`src/rtl/clk_div_if.sv`:
```
// rtl/clk_div_if.sv - control and output bundle for the multi-channel clock divider
interface clk_div_if #(
    parameter int NUM_CH = 3,
    parameter int CNT_W  = 32
);
    logic                    sync;
    logic [NUM_CH-1:0]       en;
    logic [NUM_CH*CNT_W-1:0] div_half;
    logic [NUM_CH-1:0]       clk_out;
    logic [NUM_CH-1:0]       tick;

    modport master (
        output sync,
        output en,
        output div_half,
        input  clk_out,
        input  tick
    );

    modport slave (
        input  sync,
        input  en,
        input  div_half,
        output clk_out,
        output tick
    );
endinterface

```
`src/rtl/clk_div_multi.sv`:
```
// rtl/clk_div_multi.sv - NUM_CH independent programmable clock dividers with tick outputs
// CLKDIV_SIM_FAST_EN: half-period values are right-shifted by SIM_SHIFT for fast simulation
module clk_div_multi #(
    parameter int NUM_CH    = 3,
    parameter int CNT_W     = 32,
    parameter int SIM_SHIFT = 16
) (
    input  logic      clk_50m,
    input  logic      cr,
    clk_div_if.slave  bus
);

`ifdef CLKDIV_SIM_FAST_EN
    localparam bit SIM_FAST = 1'b1;
`else
    localparam bit SIM_FAST = 1'b0;
`endif

    localparam int EFF_SHIFT = SIM_FAST ? SIM_SHIFT : 0;

    genvar i;
    generate
        for (i = 0; i < NUM_CH; i++) begin : g_ch
            logic [CNT_W-1:0] cnt;
            logic [CNT_W-1:0] per_q;
            logic [CNT_W-1:0] div_eff;
            logic [CNT_W-1:0] cmp;
            logic             load_pend;
            logic             clk_q;
            logic             tick_q;
            logic             term;

            assign div_eff = bus.div_half[i*CNT_W +: CNT_W] >> EFF_SHIFT;
            // Until the first enabled cycle after reset/sync the live input is the compare value.
            assign cmp     = load_pend ? div_eff : per_q;
            assign term    = (cnt == cmp);

            always_ff @(posedge clk_50m or negedge cr) begin
                if (!cr) begin
                    cnt       <= '0;
                    per_q     <= '0;
                    load_pend <= 1'b1;
                    clk_q     <= 1'b0;
                    tick_q    <= 1'b0;
                end else if (bus.sync) begin
                    cnt       <= '0;
                    per_q     <= '0;
                    load_pend <= 1'b1;
                    clk_q     <= 1'b0;
                    tick_q    <= 1'b0;
                end else if (!bus.en[i]) begin
                    tick_q    <= 1'b0;
                end else if (term) begin
                    cnt       <= '0;
                    clk_q     <= ~clk_q;
                    per_q     <= div_eff;
                    load_pend <= 1'b0;
                    tick_q    <= ~clk_q;
                end else begin
                    cnt       <= cnt + CNT_W'(1);
                    tick_q    <= 1'b0;
                    if (load_pend) begin
                        per_q     <= div_eff;
                        load_pend <= 1'b0;
                    end
                end
            end

            assign bus.clk_out[i] = clk_q;
            assign bus.tick[i]    = tick_q;
        end
    endgenerate

endmodule

```
`src/flat_wrapper.sv`:
```
// flat-port wrapper written by rule: the top's interface ports become plain ports
module clk_div_multi_flat 
#(
    parameter int NUM_CH    = 3,
    parameter int CNT_W     = 32,
    parameter int SIM_SHIFT = 16
)
  (clk_50m, cr, bus_sync, bus_en, bus_div_half, bus_clk_out, bus_tick);
  clk_div_if #(.NUM_CH(NUM_CH), .CNT_W(CNT_W)) bus_i ();
  input  logic clk_50m;
  input  logic cr;
  input wire logic [$bits(bus_i.sync)-1:0] bus_sync;
  input wire logic [$bits(bus_i.en)-1:0] bus_en;
  input wire logic [$bits(bus_i.div_half)-1:0] bus_div_half;
  output wire logic [$bits(bus_i.clk_out)-1:0] bus_clk_out;
  output wire logic [$bits(bus_i.tick)-1:0] bus_tick;
  assign bus_i.sync = bus_sync;
  assign bus_i.en = bus_en;
  assign bus_i.div_half = bus_div_half;
  assign bus_clk_out = bus_i.clk_out;
  assign bus_tick = bus_i.tick;
  clk_div_multi #(.NUM_CH(NUM_CH), .CNT_W(CNT_W), .SIM_SHIFT(SIM_SHIFT)) u_core (.clk_50m(clk_50m), .cr(cr), .bus(bus_i));
endmodule
```
`config.mk`:
```
export PLATFORM = sky130hd
export DESIGN_NAME = clk_div_multi_flat
export DESIGN_NICKNAME = d
export VERILOG_FILES = /design/src/rtl/clk_div_if.sv /design/src/rtl/clk_div_multi.sv /design/src/flat_wrapper.sv
export SDC_FILE = /design/constraint.sdc
export NUM_CORES = 1
export LEC_CHECK = 0
export CAP_MARGIN = 20
export CELL_PAD_IN_SITES_DETAIL_PLACEMENT = 2
export CELL_PAD_IN_SITES_GLOBAL_PLACEMENT = 2
export CORE_MARGIN = 10
export CORE_UTILIZATION = 41
export DETAILED_ROUTE_END_ITERATION = 10
export GPL_TIMING_DRIVEN = 1
export PLACE_DENSITY_LB_ADDON = 0.08
export SYNTH_ARGS = -nofsm -noshare
export SYNTH_HDL_FRONTEND = slang
export SYNTH_SLANG_ARGS = --single-unit
```
`constraint.sdc`:
```
create_clock -name clk_50m -period 5.53 [get_ports clk_50m]
set_input_delay 1.106 -clock clk_50m [delete_from_list [all_inputs] [get_ports clk_50m]]
set_output_delay 1.106 -clock clk_50m [all_outputs]
set_load 0.005 [all_outputs]
```
==> After elaboration in Yosys (flattened, before gate mapping) <==
Cells that the tools add are included.
{ "totals": {"regBits": 201, "in_bits": 102, "elab_cells": 78, "out_inout_bits": 6} }
{ "op_classes": {"n_addsub": 3, "bitwise_logic": 3, "eq_ne": 3, "n_mux": 45, "reduce_logical": 9} }
{ "ops": {"columns": ["operator", "n"], "rows": [
  ["32-bit two-way mux", 21],
  ["32-bit by 1-bit adder with 32-bit output, second input constant", 3],
  ["32-bit == test", 3],
  ["1-bit two-way mux", 24],
  ["2-bit nonzero test", 6],
  ["2-bit AND reduction", 3],
  ["1-bit NOT", 3]
]} }

==> Depth between registers and ports, before layout <==
{ "logic_depth": {"depth_word": 5, "depth_mapped": 11} }

==> Worst setup path after synthesis <==
No wires, ideal clock.
{ "synth_path": {"kind": "input -> register", "from": "input port bus_sync", "to": "register u_core.g_ch[1].cnt[28]", "arrival_time_ns": 2.968, "stages": 8, "n_path_buf": 1, "slack_ns": 2.441, "required_ns": 5.409, "path_cell_list": "clkbuf_1 > o2111ai_1 > or4_1 > nor3b_2 > nand3_1 > nor2_1 > xnor2_1 > nor2_1"} }
{ "synth_via": {"elab_chain_len": 1, "elab_cells_between_ends": 2} }
{ "synth_rtl": {"columns": ["item", "line_no", "text"], "rows": [
  ["start, declared", "flat_wrapper.sv:12", "input wire logic [$bits(bus_i.sync)-1:0] bus_sync;"],
  ["32-bit two-way mux or 2-bit nonzero test (tied branches)", null, null],
  ["end signal, assigned", "clk_div_multi.sv:60", "cnt <= cnt + CNT_W'(1);"],
  ["end, declared", "clk_div_multi.sv:24", "logic [CNT_W-1:0] cnt;"]
]} }
Several ways; a longest one is shown, not always the timed one.
A chain may end at the register's enable or synchronous reset.

==> Final worst setup path <==
{ "layout_path": {"from": "register u_core.g_ch[2].load_pend", "to": "register u_core.g_ch[2].clk_q"} }
{ "layout_via": {"elab_chain_len": 4} }
{ "layout_rtl": {"columns": ["item", "line_no", "text"], "rows": [
  ["start, declared", "clk_div_multi.sv:28", "logic load_pend;"],
  ["start signal, assigned", "clk_div_multi.sv:42", "load_pend <= 1'b1;"],
  ["start signal, assigned", "clk_div_multi.sv:48", "load_pend <= 1'b1;"],
  ["start signal, assigned", "clk_div_multi.sv:57", "load_pend <= 1'b0;"],
  ["32-bit two-way mux", "clk_div_multi.sv:35", "assign cmp = load_pend ? div_eff : per_q;"],
  ["32-bit == test", "clk_div_multi.sv:36", "assign term = (cnt == cmp);"],
  ["2-bit nonzero test (no source line)", null, null],
  ["2-bit AND reduction (no source line)", null, null],
  ["end signal, assigned", "clk_div_multi.sv:55", "clk_q <= ~clk_q;"],
  ["end, declared", "clk_div_multi.sv:29", "logic clk_q;"]
]} }
Every way passes these cells.

==> run metrics <==
status finished, final reports clean; Worst Skew 17.0 ps; Core ar. 31,500 um2; Max FO, Critical Path 22; Hold Crit Class reg2reg; clock sink total 201; CTS Buf Count 26; Setup CP Type reg2reg; Worst Tran Pin Value 1090 ps; top cells by count, synth dfrtp_1, mux2i_1, xnor2_1, and3_1, nand2_1; Data required, critical path 5950 ps; top_reg_cell synth dfrtp_1; Ports 108; Placer Congestion 0.813; endpoints failing hold 0; HPWL Detailed 27,300 um; clock transition at the registers of the reported paths 60 ps; synthesis-to-finish area growth 16.2%; CP Capture Type flip-flop; drt pass-1 iters 5; number of remaining DRC errors 0; Core Rows 65; Ys Warns 0; share of layout cells above drive strength 1 5.90%; Syn Nets 1,465; dominant cell type by area after synthesis dfrtp_1; Mapped Cells 1,360; Syn Area/Cell 9.60 um2; Core Util, Final 48.2%; Net Sw Frac 26.5%; Post-synth ARST share 100%; Combinational Power Share 13.6%; worst vdd ir 184 uV; Hold Buf Count CTS 0; FF+latch count, synth 201; post-route setup TNS 0 ps; cell area after synthesis 13,100 um2; P_sw 1030 uW; Root Driver clkbuf_16; global-route congestion overflow total 0; GRT Util Overall 21.2%; critical path startpoint category flip-flop; Vias 10,700; Post-synth EDFFs 0; Max Cap Viol 0; total wire length 42,000 um; Flop pwr share 40.6%; Clock Power Share 45.8%; postcts setup bufs 0; Setup-failing EPs final 0; minimum clock period 4050 ps; Filler Cell Count 3,263; RSZ-0062 raised after global routing false; H-tree depth 1; cts repair resizes 0; largest net degree at the start of global routing 114; Seq/Total Area, Yosys 38.6%; CTS tree done; max-slew violations 0; Die Y 198 um; WP data arrival 4470 ps; Tcrit/Tclk final 73.3%; die area 39,400 um2; distinct cell type count after synthesis 54; number of global-route vias before repair 11,800; Clock Tree Buf Depth 3; Max Clock Freq 247 MHz; Pwr Total 3880 uW; synth top area cells dfrtp_1, mux2i_1, xnor2_1, and3_1, a311o_1; Fin Hold WS 519 ps; Initial Util 41.5%; Lkg Pwr 0.00667 uW; Max-Slew Margin vs Limit 27.4%; first-pass GRT wire length 67,600 um; number of buffers added on ports 107; initial antenna violation count 0; power per standard cell area 256 nW/um2; top cell type's share of synthesized area 38.0%; die width 198 um; wire length per cell 23.0 um; Final #Nets 1,508; ANT nets after route 0; First DRT Iteration DRCs 504; vias per inst 5.88; internal power 2850 uW; most frequent cell after synthesis dfrtp_1; clock insertion delay at the later pin of the skew report 530 ps
==> flip-flops by register name (all words and copies together), names as in the netlist <==
signal	cells
u_core.g_ch.load_pend	3
u_core.g_ch.cnt	96
u_core.g_ch.clk_q	3
u_core.g_ch.tick_q	3
u_core.g_ch.per_q	96
==> cell type report <==
type | count | area [um2] | area share, %
Antenna cell | 1 | 2.50 | 0.0165
Clock buffer | 41 | 778 | 5.13
Clock inverter | 7 | 110 | 0.726
Inverter | 9 | 36.3 | 0.239
Multi-Input combinational cell | 1039 | 7480 | 49.3
Sequential cell | 201 | 5030 | 33.2
Tap cell | 402 | 503 | 3.32
Timing Repair Buffer | 126 | 1220 | 8.07
==> cell usage in the layout (no fill, tap or decap), types with 3 or more instances in the layout <==
cell type / instances
o21ai_0: 7
nor2_4: 3
nand3_1: 91
a21boi_0: 32
nor2b_1: 9
clkbuf_16: 27
and4_1: 8
bufinv_16: 3
inv_1: 8
clkdlybuf4s50_1: 102
nor2_1: 59
a21o_1: 5
dfstp_2: 3
a311o_1: 62
or4_1: 3
nand4_1: 26
nand2_1: 110
or3_1: 6
ha_1: 3
xnor2_1: 139
clkbuf_1: 9
a22o_1: 5
and3_1: 110
buf_4: 17
clkbuf_8: 5
xor2_1: 35
a21oi_1: 8
nor4_1: 26
clkinv_2: 4
o21a_1: 33
o22ai_1: 3
or2_2: 3
dfrtp_1: 198
o211ai_1: 4
buf_2: 4
and2_1: 52
nor3_1: 11
o31ai_1: 5
mux2i_1: 158
==> power by group through the flow <==
stage	Sequential, uW	Combinational [uW]	Clock (uW)
3_5_place_dp	1600	530	0
2_1_floorplan	1570	318	0
5_1_grt	1580	577	1870
4_1_cts	1570	536	1810
6_report	1570	529	1780
3_3_place_gp	1590	518	0
==> metrics by stage <==
step                      worst slack [ps]  std cells  instance area [um2]
after floorplan                       2440       1360                13100
after global placement                1360       1777                14300
after detailed placement              1100       1777                14300
after CTS                             1470       1825                15200
after global routing                  1150       1825                15200
final                                 1480       1826                15200
==> kinds of logic after synthesis <==
group | after synthesis | synth area share, %
compound gates | 175 | 11.1
xor+xnor | 174 | 11.7
fa+ha+maj | 3 | 0.288
buf+inv | 120 | 4.59
flops | 201 | 38.6
mux | 160 | 12.3
simple gates | 527 | 21.5
==> critical path: stages (launching register included) <==
cell and delay (ps):
dfstp_2 1050, buf_4 330, mux2i_1 340, xnor2_1 110
nor4_1 400, nand4_1 320, nor2_4 450, a21oi_1 410
buf_4 330, a21o_1 180
==> per-layer routing <==
layer,track usage [%],wire [um]
met2,35.9,20500
met5,0,0
met3,2.59,1270
met1,29.0,19700
met4,2.91,471
==> final timing paths <==
path / startpoint / to / slack, ps / cells after the start
hold reg to reg: u_core.g_ch[2].clk_q / u_core.g_ch[2].tick_q / 520 / 1
max in group asynchronous: cr / u_core.g_ch[1].cnt[12] / 3800 / 2
min in group asynchronous: cr / u_core.g_ch[0].per_q[30] / 590 / 1
setup / recovery: u_core.g_ch[2].load_pend / u_core.g_ch[2].clk_q / 1480 / 9
setup reg to reg: u_core.g_ch[2].load_pend / u_core.g_ch[2].clk_q / 1480 / 9
hold / removal: u_core.g_ch[2].clk_q / u_core.g_ch[2].tick_q / 520 / 1
No activity file was read; power rests on OpenSTA's default activity.
==> RTL edit, RTL diff (config.mk and constraints unchanged) <==
`CNT_W` is set to 32 in 3 places; all go to 16.
--- a/src/rtl/clk_div_if.sv
+++ b/src/rtl/clk_div_if.sv
@@ -1,7 +1,7 @@
 // rtl/clk_div_if.sv - control and output bundle for the multi-channel clock divider
 interface clk_div_if #(
     parameter int NUM_CH = 3,
-    parameter int CNT_W  = 32
+    parameter int CNT_W  = 16
 );
     logic                    sync;
     logic [NUM_CH-1:0]       en;
--- a/src/rtl/clk_div_multi.sv
+++ b/src/rtl/clk_div_multi.sv
@@ -2,7 +2,7 @@
 // CLKDIV_SIM_FAST_EN: half-period values are right-shifted by SIM_SHIFT for fast simulation
 module clk_div_multi #(
     parameter int NUM_CH    = 3,
-    parameter int CNT_W     = 32,
+    parameter int CNT_W     = 16,
     parameter int SIM_SHIFT = 16
 ) (
     input  logic      clk_50m,
--- a/src/flat_wrapper.sv
+++ b/src/flat_wrapper.sv
@@ -2,7 +2,7 @@
 module clk_div_multi_flat 
 #(
     parameter int NUM_CH    = 3,
-    parameter int CNT_W     = 32,
+    parameter int CNT_W     = 16,
     parameter int SIM_SHIFT = 16
 )
   (clk_50m, cr, bus_sync, bus_en, bus_div_half, bus_clk_out, bus_tick);
Ports: changed (resized bus_div_half); port bits go from 108 to 60. No check against the original RTL was run, so the function may have changed too.
==> RTL edit against the unedited design <==
  * Via count is 56% lower
  * Setup slack gained 0.48 ns
  * Clock power shrank 60%
  * Count of clock-buffer cells in the layout shrank 29
  * Maximum frequency is 14% higher
  * Register-to-register slack improved by 0.84 ns
  * Design area is 54% lower
  * Power decreased by 54%
  * Area after synthesis shrank 54%
  * Sequential cell count decreased by 96
  * Synthesized cell count shrank 55%
  * Global-route usage is 3.0 points lower
  * Wire length shrank 58%
  * Critical path type is now input pin to flop
  * Largest cell class unchanged
  * Highest routed layer unchanged
==> RTL edit: results (changes against the unedited design) <==
critical_path:
  crit_path_end: "u_core.g_ch[2].cnt[6]$_DFFE_PN0P_"  # was u_core.g_ch[2].clk_q$_DFFE_PN0P_
  r2r_start: "u_core.g_ch[1].load_pend$_DFFE_PN1P_"  # was u_core.g_ch[2].load_pend$_DFFE_PN1P_
  r2r_setup_slack_ns: 2.32  # was 1.48 ns
  worstRegToRegCells: 7  # was 9
  r2r-end: "u_core.g_ch[1].per_q[6]$_DFFE_PN0P_"  # was u_core.g_ch[2].clk_q$_DFFE_PN0P_
cells_and_area:
  drive_gt1_share_pct: 6.728  # was 5.903%
  n_fill_cell: 1524  # was 3263
  nNetsFinal: 706  # was 1508
drt:
  wl_per_cell_um: 21.18  # was 22.97 um
  vias: 4712  # was 10740
  drt_pass1_iterations: 6  # was 5
  dr.first_iter.drc_count: 268  # was 504
timing:
  skew_ns: 0.008484  # was 0.01702 ns
yosys:
  synth_fa_ha_area_share_pct: 0.6193  # was 0.2876%
  synthTopCellsByCount: "dfrtp_1, xnor2_1, nor2_1, o21ai_0, a21oi_1"  # was dfrtp_1, mux2i_1, xnor2_1
  synth_top_cells_by_area: "dfrtp_1, xnor2_1, mux2i_1"  # was dfrtp_1, mux2i_1, xnor2_1
  synthDistinctLibCells: 41  # was 54
placement:
  numPortBuffers: 59  # was 107
  gp_congestion: 0.7741  # was 0.8125
outcome:
  outcome: "finished clean"  # unchanged
clocking:
  insertion_delay_ns: 0.35  # was 0.53 ns
  htreeDepth: 3  # was 1
  clock_path_buffers: 2  # was 3
  cts_buffers: 9  # was 26
worst_hold_path:
  min-delay-start: "u_core.g_ch[0].clk_q$_DFFE_PN0P_"  # was u_core.g_ch[2].clk_q$_DFFE_PN0P_
global_routing:
  use_met1_pct: 23.24  # was 28.96%
  grt_pass1_vias: 5350  # was 11770
power:
  vdd_ir_drop_max_mv: 0.1408  # was 0.1840 mV
==> RTL edit: area by class of cell <==
class | instances | area (sq um) | share of cell area (%)
Clock inverter | 4 | 75.07 | 1.069
Clock buffer | 12 | 256.5 | 3.653
Timing Repair Buffer | 67 | 663.1 | 9.444
Inverter | 5 | 18.77 | 0.2673
Tap cell | 184 | 230.2 | 3.279
Multi-Input combinational cell | 461 | 3147 | 44.81
Sequential cell | 105 | 2631 | 37.47
==> RTL edit: metrics by stage <==
stage          hold slack, ns  worst slack, ns  power, mW  std cells  cell area, sq um
2_1_floorplan          0.4428            3.027     0.9795        618              6061
3_3_place_gp           0.4598            1.607      1.068        820              6655
3_5_place_dp           0.4855            1.545      1.082        820              6655
4_1_cts                0.4988            1.908      1.808        836              6987
5_1_grt                0.5134            1.670      1.869        838              7022
6_report               0.4973            1.961      1.786        838              7022
==> RTL edit: power by group <==
group | switching, mW | internal [mW]
Sequential | 0.0283 | 0.792
Clock | 0.295 | 0.422
Combinational | 0.135 | 0.113
